<file path="src/rtl/multicycle_ctrl.sv">
// Main control FSM for the multi-cycle MIPS datapath.
// Sequences fetch/decode/execute/memory/writeback and drives every datapath select and enable.
module multicycle_ctrl #(
    parameter bit MEM_WAIT = 1'b1
) (
    input  logic       clk,
    input  logic       reset_n,
    input  logic [5:0] opcode,
    input  logic [5:0] funct,
    input  logic       zero,
    input  logic       mem_ready,
    output logic       pc_en,
    output logic       iord,
    output logic       mem_write,
    output logic       ir_write,
    output logic       reg_dst,
    output logic       memtoreg,
    output logic       reg_write,
    output logic       alu_src_a,
    output logic [1:0] alu_src_b,
    output logic [1:0] pc_src,
    output logic [2:0] alu_ctrl,
    output logic       ext_sel,
    output logic       illegal
);

    localparam logic [3:0] S_FETCH   = 4'd0;
    localparam logic [3:0] S_DECODE  = 4'd1;
    localparam logic [3:0] S_MEMADR  = 4'd2;
    localparam logic [3:0] S_MEMRD   = 4'd3;
    localparam logic [3:0] S_MEMWB   = 4'd4;
    localparam logic [3:0] S_MEMWR   = 4'd5;
    localparam logic [3:0] S_RTYPEEX = 4'd6;
    localparam logic [3:0] S_RTYPEWB = 4'd7;
    localparam logic [3:0] S_IMMEX   = 4'd8;
    localparam logic [3:0] S_IMMWB   = 4'd9;
    localparam logic [3:0] S_BEQEX   = 4'd10;
    localparam logic [3:0] S_JEX     = 4'd11;

    localparam logic [5:0] OP_R    = 6'b000000;
    localparam logic [5:0] OP_J    = 6'b000010;
    localparam logic [5:0] OP_BEQ  = 6'b000100;
    localparam logic [5:0] OP_ADDI = 6'b001000;
    localparam logic [5:0] OP_ANDI = 6'b001100;
    localparam logic [5:0] OP_ORI  = 6'b001101;
    localparam logic [5:0] OP_LW   = 6'b100011;
    localparam logic [5:0] OP_SW   = 6'b101011;

    localparam logic [5:0] F_ADD = 6'b100000;
    localparam logic [5:0] F_SUB = 6'b100010;
    localparam logic [5:0] F_AND = 6'b100100;
    localparam logic [5:0] F_OR  = 6'b100101;
    localparam logic [5:0] F_SLT = 6'b101010;

    localparam logic [2:0] ALU_ADD = 3'b010;
    localparam logic [2:0] ALU_SUB = 3'b110;
    localparam logic [2:0] ALU_AND = 3'b000;
    localparam logic [2:0] ALU_OR  = 3'b001;
    localparam logic [2:0] ALU_SLT = 3'b111;

    logic [3:0] r_state;
    logic [5:0] r_op;
    logic [5:0] r_funct;
    logic [3:0] w_next;
    logic       w_rdy;
    logic       w_funct_ok;
    logic       w_legal;
    logic       w_pc_write;
    logic       w_branch;

    assign w_rdy = MEM_WAIT ? mem_ready : 1'b1;

    always_comb begin
        // NOTE: every combinational output gets a default first so no path infers a latch.
        w_funct_ok = 1'b0;
        case (funct)
            F_ADD, F_SUB, F_AND, F_OR, F_SLT: w_funct_ok = 1'b1;
            default:                          w_funct_ok = 1'b0;
        endcase
        w_legal = 1'b0;
        case (opcode)
            OP_LW, OP_SW, OP_BEQ, OP_ADDI, OP_ANDI, OP_ORI, OP_J: w_legal = 1'b1;
            OP_R:    w_legal = w_funct_ok;
            default: w_legal = 1'b0;
        endcase
    end

    always_comb begin
        w_next = S_FETCH;
        case (r_state)
            S_FETCH:   w_next = w_rdy ? S_DECODE : S_FETCH;
            S_DECODE: begin
                case (opcode)
                    OP_LW, OP_SW:             w_next = S_MEMADR;
                    OP_R:                     w_next = w_funct_ok ? S_RTYPEEX : S_FETCH;
                    OP_BEQ:                   w_next = S_BEQEX;
                    OP_ADDI, OP_ANDI, OP_ORI: w_next = S_IMMEX;
                    OP_J:                     w_next = S_JEX;
                    default:                  w_next = S_FETCH;
                endcase
            end
            S_MEMADR:  w_next = (r_op == OP_LW) ? S_MEMRD : S_MEMWR;
            S_MEMRD:   w_next = w_rdy ? S_MEMWB : S_MEMRD;
            S_MEMWR:   w_next = w_rdy ? S_FETCH : S_MEMWR;
            S_RTYPEEX: w_next = S_RTYPEWB;
            S_IMMEX:   w_next = S_IMMWB;
            default:   w_next = S_FETCH;
        endcase
    end

    // Opcode/funct are captured in DECODE so later states no longer depend on the IR.
    always_ff @(posedge clk or negedge reset_n) begin
        if (!reset_n) begin
            r_state <= S_FETCH;
            r_op    <= 6'd0;
            r_funct <= 6'd0;
        end else begin
            // NOTE: sequential state uses non-blocking assignments so all registers update together.
            r_state <= w_next;
            if (r_state == S_DECODE) begin
                r_op    <= opcode;
                r_funct <= funct;
            end
        end
    end

    always_comb begin
        iord       = 1'b0;
        mem_write  = 1'b0;
        ir_write   = 1'b0;
        reg_dst    = 1'b0;
        memtoreg   = 1'b0;
        reg_write  = 1'b0;
        alu_src_a  = 1'b0;
        alu_src_b  = 2'b00;
        pc_src     = 2'b00;
        alu_ctrl   = ALU_ADD;
        ext_sel    = 1'b1;
        illegal    = 1'b0;
        w_pc_write = 1'b0;
        w_branch   = 1'b0;
        // Reset forces the idle control word regardless of the state register.
        if (reset_n) begin
            case (r_state)
                S_FETCH: begin
                    alu_src_b  = 2'b01;
                    ir_write   = w_rdy;
                    w_pc_write = w_rdy;
                end
                S_DECODE: begin
                    alu_src_b = 2'b11;
                    illegal   = ~w_legal;
                end
                S_MEMADR: begin
                    alu_src_a = 1'b1;
                    alu_src_b = 2'b10;
                end
                S_MEMRD: iord = 1'b1;
                S_MEMWB: begin
                    memtoreg  = 1'b1;
                    reg_write = 1'b1;
                end
                S_MEMWR: begin
                    iord      = 1'b1;
                    mem_write = 1'b1;
                end
                S_RTYPEEX: begin
                    alu_src_a = 1'b1;
                    case (r_funct)
                        F_SUB:   alu_ctrl = ALU_SUB;
                        F_AND:   alu_ctrl = ALU_AND;
                        F_OR:    alu_ctrl = ALU_OR;
                        F_SLT:   alu_ctrl = ALU_SLT;
                        default: alu_ctrl = ALU_ADD;
                    endcase
                end
                S_RTYPEWB: begin
                    reg_dst   = 1'b1;
                    reg_write = 1'b1;
                end
                S_IMMEX: begin
                    alu_src_a = 1'b1;
                    alu_src_b = 2'b10;
                    case (r_op)
                        OP_ANDI: begin alu_ctrl = ALU_AND; ext_sel = 1'b0; end
                        OP_ORI:  begin alu_ctrl = ALU_OR;  ext_sel = 1'b0; end
                        default: begin alu_ctrl = ALU_ADD; ext_sel = 1'b1; end
                    endcase
                end
                S_IMMWB: reg_write = 1'b1;
                S_BEQEX: begin
                    alu_src_a = 1'b1;
                    alu_ctrl  = ALU_SUB;
                    pc_src    = 2'b01;
                    w_branch  = 1'b1;
                end
                S_JEX: begin
                    pc_src     = 2'b10;
                    w_pc_write = 1'b1;
                end
                default: ;
            endcase
        end
        pc_en = w_pc_write | (w_branch & zero);
    end

endmodule

</file>
<file path="config.mk">
export PLATFORM = sky130hd
export DESIGN_NAME = multicycle_ctrl
export DESIGN_NICKNAME = d
export VERILOG_FILES = /design/src/rtl/multicycle_ctrl.sv
export SDC_FILE = /design/constraint.sdc
export NUM_CORES = 1
export LEC_CHECK = 0
export ABC_AREA = 1
export CAP_MARGIN = 20
export CELL_PAD_IN_SITES_DETAIL_PLACEMENT = 2
export CELL_PAD_IN_SITES_GLOBAL_PLACEMENT = 2
export CORE_MARGIN = 2
export CORE_UTILIZATION = 23
export CTS_CLUSTER_SIZE = 20
export DETAILED_ROUTE_END_ITERATION = 10
export PLACE_DENSITY_LB_ADDON = 0.2
export SYNTH_ARGS = -nofsm -noshare
export SYNTH_HDL_FRONTEND = slang
export SYNTH_SLANG_ARGS = --single-unit
export TNS_END_PERCENT = 20
</file>
<file path="constraint.sdc">
create_clock -name clk -period 1.6 [get_ports clk]
set_input_delay 0.24 -clock clk [delete_from_list [all_inputs] [get_ports clk]]
set_output_delay 0.24 -clock clk [all_outputs]
set_load 0.05 [all_outputs]
</file>
==> flow_summary.json, run 1 <==
{
  "finalHoldViolCount": 0,
  "violations": "negative setup slack",
  "reg2reg_slack_ns": 0.13,
  "slew_violations": 0,
  "wire_per_inst_um": 17.2,
  "postRouteAntennaNets": 0,
  "final_cells": 303,
  "die_w_um": 73.0,
  "reg2reg_depth": 8,
  "clock_latency_ns": 0.25,
  "die_height_um": 73.0,
  "cts_root_buf": "clkbuf_8",
  "cts_buffers": 3,
  "place_area_mm2": 0.00191,
  "reg2reg_from": "r_state[2]",
  "fin_setup_tns_ns": -2.76,
  "cts_tree": "done",
  "synth.net_count": 194,
  "slew_headroom_pct": 76.4,
  "worst_slew_pin_slew_ns": 0.353,
  "drc": 0,
  "cp-start-kind": "flop",
  "fin_util_pct": 47.3,
  "htree_levels": 1,
  "critPathCaptureType": "output pin",
  "clk_pin_slew_ns": 0.07,
  "dpl.hpwl_um": 3760,
  "drtPass1Iterations": 4,
  "grt_pass1_vias": 1556,
  "setup_viol": 17,
  "cp.required_ns": 1.36,
  "total_power_w": 0.00254,
  "irDropWorstVdd_mv": 0.533,
  "fin_crit_sh_pct": 114,
  "grtUsageTotal_pct": 18.4,
  "cp.arrival_ns": 1.59,
  "gp_congestion": 0.848,
  "grt_max_degree": 15,
  "drt-initial-drc-count": 35,
  "ys_seq_area_share_pct": 36.6,
  "synth_cells": 178,
  "fin_crit_ns": 1.83,
  "pin_count": 33,
  "clock_path_buffers": 2,
  "leakagePower_nw": 1.08,
  "die_area_mm2": 0.00533,
  "stdcell_area_mm2": 0.00221,
  "synth-seq-cells": 16,
  "rr_endpoint": "r_state[2]",
  "synthDistinctLibCells": 17,
  "initial_core_util_pct": 23.5,
  "yosys_warnings": 0,
  "setup_ws_ns": -0.230,
  "design.core.area_mm2": 0.00466,
  "portBuffers": 32,
  "finalClockSkew_ns": 0.000918,
  "hold_class": "in2async",
  "power_density_mw_per_mm2": 1150,
  "critPathKind": "reg2out",
  "antenna_found_initial": 0,
  "area_growth_pct": 101,
  "outcome": "finished, violations left",
  "max_cap_viol_count": 0,
  "grt_pass1_wl_um": 7530,
  "worstPathMaxFanout": 4,
  "syn_area_mm2": 0.00109,
  "max_freq_mhz": 546,
  "finalNetCount": 266,
  "via_per_inst": 4.78,
  "insertedDiodeCount": 0,
  "clock_sinks": 16,
  "rows": 25,
  "synth_area_per_cell_um2": 6.15,
  "vias": 1448,
  "rsz0062_at_grt": "yes",
  "drive_gt1_share_pct": 44.2,
  "drt_wl_total_um": 5220,
  "grt-ovfl-total": 0,
  "dpl.cell_count": 295
}
-- routing by layer --
metal | share of wire [%] | wire length (µm) | vias up | global-route usage (%)
li1 | - | - | 697 | -
met1 | 40 | 2090 | 713 | 20.7
met2 | 57 | 2960 | 32 | 36.2
met3 | 2.0 | 102 | 6 | 1.66
met4 | 1.2 | 63 | 0 | 4.53
met5 | 0 | 0 | - | 0
-- worst max path at each step --
stage                    start            to  slack (ns)  cells past startpoint
finish              r_state[3]          iord       -0.23                      6
global placement       reset_n   alu_ctrl[1]       -0.20                      8
global route        r_state[1]         pc_en       -0.33                      8
floorplan              reset_n  alu_src_b[0]       -0.28                      3
CTS                 r_state[2]  alu_src_b[1]       -0.21                      8
detailed placement   opcode[5]       illegal       -0.26                      8
-- where the power goes --
part	switching [W]	internal (W)
combinational	0.000860	0.000600
clock	0.000156	0.000219
sequential	0.000133	0.000578
-- worst max-delay path: stages, from the launching register on --
cell and delay (ns):
dfrtp_1 0.41, buf_4 0.15, nor2_4 0.15, buf_4 0.16, nand2_1 0.12, o21ai_2 0.19, buf_12 0.16
-- Yosys cell counts --
cell type / count / share of area, %
nand2_1: 56 / 19
nor2_1: 32 / 11
inv_1: 26 / 8.9
dfrtp_1: 16 / 37
nand3_1: 13 / 5.9
o21ai_0: 13 / 5.9
a21oi_1: 6 / 2.7
nand4_1: 3 / 1.7
nor3_1: 3 / 1.4
a31oi_1: 2 / 1.1
nand3b_1: 2 / 1.4
buf_2: 1 / 0.46
buf_4: 1 / 0.69
clkbuf_1: 1 / 0.34
nand2_4: 1 / 1.0
nor2_2: 1 / 0.57
nor2_4: 1 / 1.0
-- registers in the layout (all words and copies together) (netlist names) --
| signal | flops |
|---|---|
| r_op | 6 |
| r_funct | 6 |
| r_state | 4 |
-- logic make-up (layout without fill, tap and decap cells) --
| kind of cell | Yosys count | in the layout | share of synthesized area, % |
|---|---|---|---|
| simple gates | 112 | 112 | 43.2 |
| compound gates | 21 | 21 | 9.83 |
| buf+inv | 29 | 100 | 10.4 |
| flops | 16 | 16 | 36.6 |
-- cell usage in the layout, fill, tap and decap left out --
cell type        count
o21ai_0             10
a21oi_1              1
o21ai_1              1
inv_2                7
nor2_4              10
a31oi_1              1
o21ai_2              2
nand2_1             46
buf_4               35
dfrtp_2              1
buf_6                3
nand2_2              5
nand2_4              6
nor3_4               1
nand4_1              3
nor3_2               2
a31oi_4              1
nand3_2              1
clkbuf_8             4
a21oi_2              4
nor2_2               7
inv_1               16
buf_12              17
inv_4                2
clkinvlp_4           1
nand3b_1             2
clkdlybuf4s50_1     15
dfrtp_1             15
nor2_1              17
a21oi_4              1
nand3_1             12
-- layout make-up --
class	instances	area [µm²]
repair buffers	70	787
multi-input cells	133	788
flip-flops and latches	16	402
fillers	516	2450
clock buffers	4	55.1
inverters	26	106
well taps	54	67.6
-- stage by stage --
stage	hold WS (ns)	worst slack, ns
after floorplan	-0.0556	-0.280
after global placement	0.469	-0.200
after detailed placement	0.473	-0.261
after CTS	0.371	-0.207
after global routing	0.387	-0.327
final	0.375	-0.230
-- timing repair --
| action | 4_1_cts | 5_1_grt |
|---|---|---|
| resized for setup | 34 | 33 |
| hold buffers | 0 | 0 |
| gates cloned | 0 | 0 |
| pin swaps | 2 | 9 |
| buffers inserted | 0 | 4 |
| endpoints found under the hold margin | 0 | 0 |
| endpoints found under the setup margin | 17 | 22 |
No activity file was read; power rests on OpenSTA's default activity.
==> run 2: changes to the inputs <==
--- a/config.mk
+++ b/config.mk
@@ -5,12 +5,11 @@
 export SDC_FILE = /design/constraint.sdc
 export NUM_CORES = 1
 export LEC_CHECK = 0
-export ABC_AREA = 1
 export CAP_MARGIN = 20
 export CELL_PAD_IN_SITES_DETAIL_PLACEMENT = 2
 export CELL_PAD_IN_SITES_GLOBAL_PLACEMENT = 2
 export CORE_MARGIN = 2
-export CORE_UTILIZATION = 23
+export CORE_UTILIZATION = 28
 export CTS_CLUSTER_SIZE = 20
 export DETAILED_ROUTE_END_ITERATION = 10
 export PLACE_DENSITY_LB_ADDON = 0.2
==> flow_summary.json, run 2 <==
{
  "synth_cells": 133,
  "synth_most_common_cell": "dfrtp_1",
  "synthTopCellsByCount": "dfrtp_1 (16), mux2_1 (12), nand2_1 (10), nor2_1 (10), nor3_1 (7)",
  "synthDistinctLibCells": 48,
  "endpoint_type": "top-level output",
  "gp_congestion": 0.816,
  "portBuffers": 32,
  "antenna_found_initial": 0,
  "yosys_warnings": 0,
  "cts_hold_buf": 0,
  "stop_stage": "global routing",
  "ys_seq_area_share_pct": 33.4,
  "synth.net_count": 149,
  "cts_buffers": 3,
  "rows": 23,
  "synthTopCellsByArea": "dfrtp_1 (33%), mux2_1 (11%), nand2_1 (3.1%)",
  "clock_sinks": 16,
  "dpl.hpwl_um": 3970,
  "htree_levels": 1,
  "grt_max_degree": 16,
  "synth_area_per_cell_um2": 9.02,
  "synth_top_area_share_pct": 33.4,
  "initial_core_util_pct": 29.6,
  "clock_path_buffers": 2,
  "outcome": "stopped before the end",
  "pin_count": 33,
  "synth-seq-cells": 16,
  "grt-worst-endpoint": "alu_ctrl[0]",
  "die_height_um": 69.5,
  "syn_area_mm2": 0.00120,
  "stop_error": "[ERROR DPL-0033] detailed placement checks failed during check placement.",
  "cts_root_buf": "clkbuf_8",
  "synth_edf_count": 0,
  "die_w_um": 69.5,
  "ys.flop_type": "dfrtp_1",
  "synth_area_leader_cell": "dfrtp_1",
  "async_flop_share_pct": 100
}
-- run 2: metrics by stage --
stage	std cells	cell area, µm²	worst slack (ns)	setup TNS [ns]
after floorplan	133	1300	-0.484	-4.07
after detailed placement	251	2110	-0.493	-4.98
after CTS	264	2510	-0.523	-6.51
after global placement	251	2110	-0.372	-3.25
-- run 2: timing repair --
action                     in CTS
pin swaps                      13
gates resized for setup        61
setup endpoints to repair      32
buffers inserted               11
-- run 2: cells by family after synthesis --
| logic type | after synthesis | synth area share [%] |
|---|---|---|
| simple gates | 63 | 32.3 |
| compound gates | 27 | 15.5 |
| flops | 16 | 33.4 |
| mux | 13 | 12.1 |
| buf+inv | 11 | 4.48 |
| xor+xnor | 3 | 2.19 |
==> run 3: changes to the inputs <==
==> config.mk (replaced) <==
export PLATFORM = sky130hd
export DESIGN_NAME = multicycle_ctrl
export DESIGN_NICKNAME = d
export VERILOG_FILES = /design/src/rtl/multicycle_ctrl.sv
export SDC_FILE = /design/constraint.sdc
export NUM_CORES = 1
export LEC_CHECK = 0
export CAP_MARGIN = 20
export CORE_AREA = 2 2 63 65
export DETAILED_ROUTE_END_ITERATION = 10
export DIE_AREA = 0 0 65 67
export PLACE_DENSITY_LB_ADDON = 0.15
export SYNTH_ARGS = -nofsm -noshare
export SYNTH_HDL_FRONTEND = slang
export SYNTH_SLANG_ARGS = --single-unit
export TNS_END_PERCENT = 20
==> flow_summary.json, run 3 <==
{
  "synth_cells": 133,
  "postRouteAntennaNets": 0,
  "drc": 0,
  "antenna_found_initial": 0,
  "synth_top_area_share_pct": 33.4,
  "cts_buffers": 3,
  "gp_congestion": 0.825,
  "p_sw_w": 0.000948,
  "slew_violations": 0,
  "grt_max_degree": 18,
  "synthTopCellsByArea": "dfrtp_1 (33%), mux2_1 (11%), nand2_1 (3.1%)",
  "seq_power_share_pct": 27.3,
  "finalNetCount": 233,
  "cts_tree": "done",
  "critPathCaptureType": "output pin",
  "grt_pass1_wl_um": 6350,
  "synthDistinctLibCells": 48,
  "slew_headroom_pct": 75.7,
  "synth_most_common_cell": "dfrtp_1",
  "grt_pass1_vias": 1340,
  "ys.flop_type": "dfrtp_1",
  "crit_family": "simple AND/OR/NAND/NOR gates",
  "cts_root_buf": "clkbuf_8",
  "critPathKind": "reg2out",
  "finalHoldViolCount": 0,
  "irDropWorstVdd_mv": 0.827,
  "synth-seq-cells": 16,
  "synth_area_per_cell_um2": 9.02,
  "max_cap_viol_count": 0,
  "layout_commonest_cell": "buf_4",
  "vias": 1359,
  "rsz0062_at_grt": "yes",
  "clock_path_buffers": 2,
  "drive_gt1_share_pct": 57.4,
  "synthTopCellsByCount": "dfrtp_1 (16), mux2_1 (12), nand2_1 (10), nor2_1 (10), nor3_1 (7)",
  "swShare_pct": 36.4,
  "cp.required_ns": 1.36,
  "hold_class": "in2async",
  "clkPwrFrac_pct": 13.5,
  "finalClockSkew_ns": 0.00106,
  "grtUsageTotal_pct": 19.1,
  "design.core.area_mm2": 0.00361,
  "mostFrequentLayoutCells": "buf_4 (43), buf_12 (18), dfrtp_1 (16)",
  "synth_area_leader_cell": "dfrtp_1",
  "via_per_inst": 5.15,
  "die_w_um": 65,
  "clk_pin_slew_ns": 0.06,
  "insertedDiodeCount": 0,
  "drt_wl_total_um": 3980,
  "area_growth_pct": 110,
  "cp-start-kind": "flop",
  "fillCellCount": 275,
  "clock_latency_ns": 0.25,
  "wire_per_inst_um": 15.1,
  "dpl.hpwl_um": 2850,
  "pin_count": 33,
  "syn_area_mm2": 0.00120,
  "synth_edf_count": 0,
  "portBuffers": 32,
  "grt-ovfl-total": 0,
  "critPathBufInv": 1,
  "worstPathMaxFanout": 2,
  "fin_setup_tns_ns": -9.64,
  "path_cells": "or4b_4 > nor4_4 > a2bb2oi_2 > nor3_4 > buf_12",
  "drt-initial-drc-count": 49,
  "worst_slew_pin_slew_ns": 0.360,
  "power_density_mw_per_mm2": 1030,
  "rows": 22,
  "clock_sinks": 16,
  "outcome": "finished, violations left",
  "fin_crit_sh_pct": 134,
  "async_flop_share_pct": 100,
  "ys_seq_area_share_pct": 33.4,
  "cts_hold_buf": 0,
  "slowest_delay_ns": 0.57,
  "setup_ws_ns": -0.540,
  "initial_core_util_pct": 33.3,
  "die_area_mm2": 0.00436,
  "crit_path_start": "r_state[2]",
  "comb_power_share_pct": 59.2,
  "leakagePower_nw": 1.04,
  "synth.net_count": 149,
  "max_freq_mhz": 467,
  "setup_viol": 32,
  "cp_slowest_cell": "or4b_4",
  "fin_util_pct": 70.0,
  "reg.largest.list": "r_funct x6, r_op x6, r_state x4",
  "fin_crit_ns": 2.14,
  "p_int_w": 0.00166,
  "drtPass1Iterations": 6,
  "die_height_um": 67,
  "yosys_warnings": 0,
  "reg2reg_from": "r_state[1]",
  "cp.arrival_ns": 1.90,
  "violations": "negative setup slack",
  "htree_levels": 1
}
-- run 3: logic make-up after synthesis --
logic type / after synthesis / share of synthesized area, %
AOI/OAI and AO/OA: 27 / 15.5
muxes: 13 / 12.1
xor gates and xnor gates: 3 / 2.19
and+or+nand+nor: 63 / 32.3
DFF: 16 / 33.4
buffers and inverters: 11 / 4.48
-- run 3: power by group through the flow --
stage               sequential [W]  combinational, W  clock [W]
global route              0.000734           0.00164   0.000385
global placement          0.000689           0.00115          0
finish                    0.000712           0.00154   0.000351
detailed placement        0.000702           0.00117          0
floorplan                 0.000682          0.000682          0
CTS                       0.000698           0.00130   0.000367
-- run 3: what timing repair did --
item / in CTS / in global routing
resized for setup: 41 / 28
pin swaps: 14 / 12
setup endpoints to repair: 31 / 32
buffers inserted: 5 / 12
gates cloned: 0 / 0
-- run 3: cell type report --
cell class | instances | area [µm²] | share of cell area, %
tap | 48 | 60.1 | 2.38
sequential | 16 | 400 | 15.9
multi-input combinational | 106 | 1030 | 40.8
timing repair buffer | 87 | 966 | 38.3
inverter | 3 | 11.3 | 0.446
clock buffer | 4 | 55.1 | 2.18
-- run 3: final timing paths --
check                           cells after the start     endpoint  slack, ns
worst max-delay path                                5  alu_ctrl[0]      -0.54
worst min register to register                      1   r_funct[5]       0.51
worst max register to register                      9   r_state[1]      -0.32
min in group clk                                    1   r_funct[5]       0.51
worst min-delay path                                3      r_op[5]       0.22
max in group asynchronous                           3      r_op[1]       1.24
-- run 3: stage by stage --
stage	total power (W)	cells	setup WS, ns	hold WS, ns	cell area (µm²)
after global routing	0.00276	264	-0.610	0.235	2520
final	0.00261	264	-0.540	0.217	2520
after global placement	0.00183	245	-0.450	0.461	2070
after CTS	0.00236	253	-0.605	0.196	2320
after floorplan	0.00136	133	-0.484	-0.0556	1300
after detailed placement	0.00187	245	-0.470	0.471	2070
-- run 3: worst register-to-register path, cell delays in order, from the launching register on --
cell and delay [ns]:
dfrtp_1 0.39, buf_4 0.14, buf_8 0.12, nand2b_4 0.15, nor3_4 0.21, buf_4 0.14, buf_4 0.11, buf_12 0.15
or3b_1 0.36, nand3_1 0.09
-- run 3: routing by layer --
layer / up-vias / GRT usage, % / routed length (µm)
met5: - / 0 / 0
met4: 0 / 3.99 / 65
met3: 10 / 4.22 / 152
met2: 36 / 34.4 / 2130
met1: 653 / 23.1 / 1620
li1: 660 / - / -
==> run 4: changes to the inputs <==
--- a/config.mk
+++ b/config.mk
@@ -5,8 +5,10 @@
 export SDC_FILE = /design/constraint.sdc
 export NUM_CORES = 1
 export LEC_CHECK = 0
+export ABC_CLOCK_PERIOD_IN_PS = 1600
 export CAP_MARGIN = 20
 export CORE_AREA = 2 2 63 65
+export CTS_CLUSTER_SIZE = 12
 export DETAILED_ROUTE_END_ITERATION = 10
 export DIE_AREA = 0 0 65 67
 export PLACE_DENSITY_LB_ADDON = 0.15
==> results of run 4 <==
No change in the layout: final DEF, timing and power equal those of run 3.
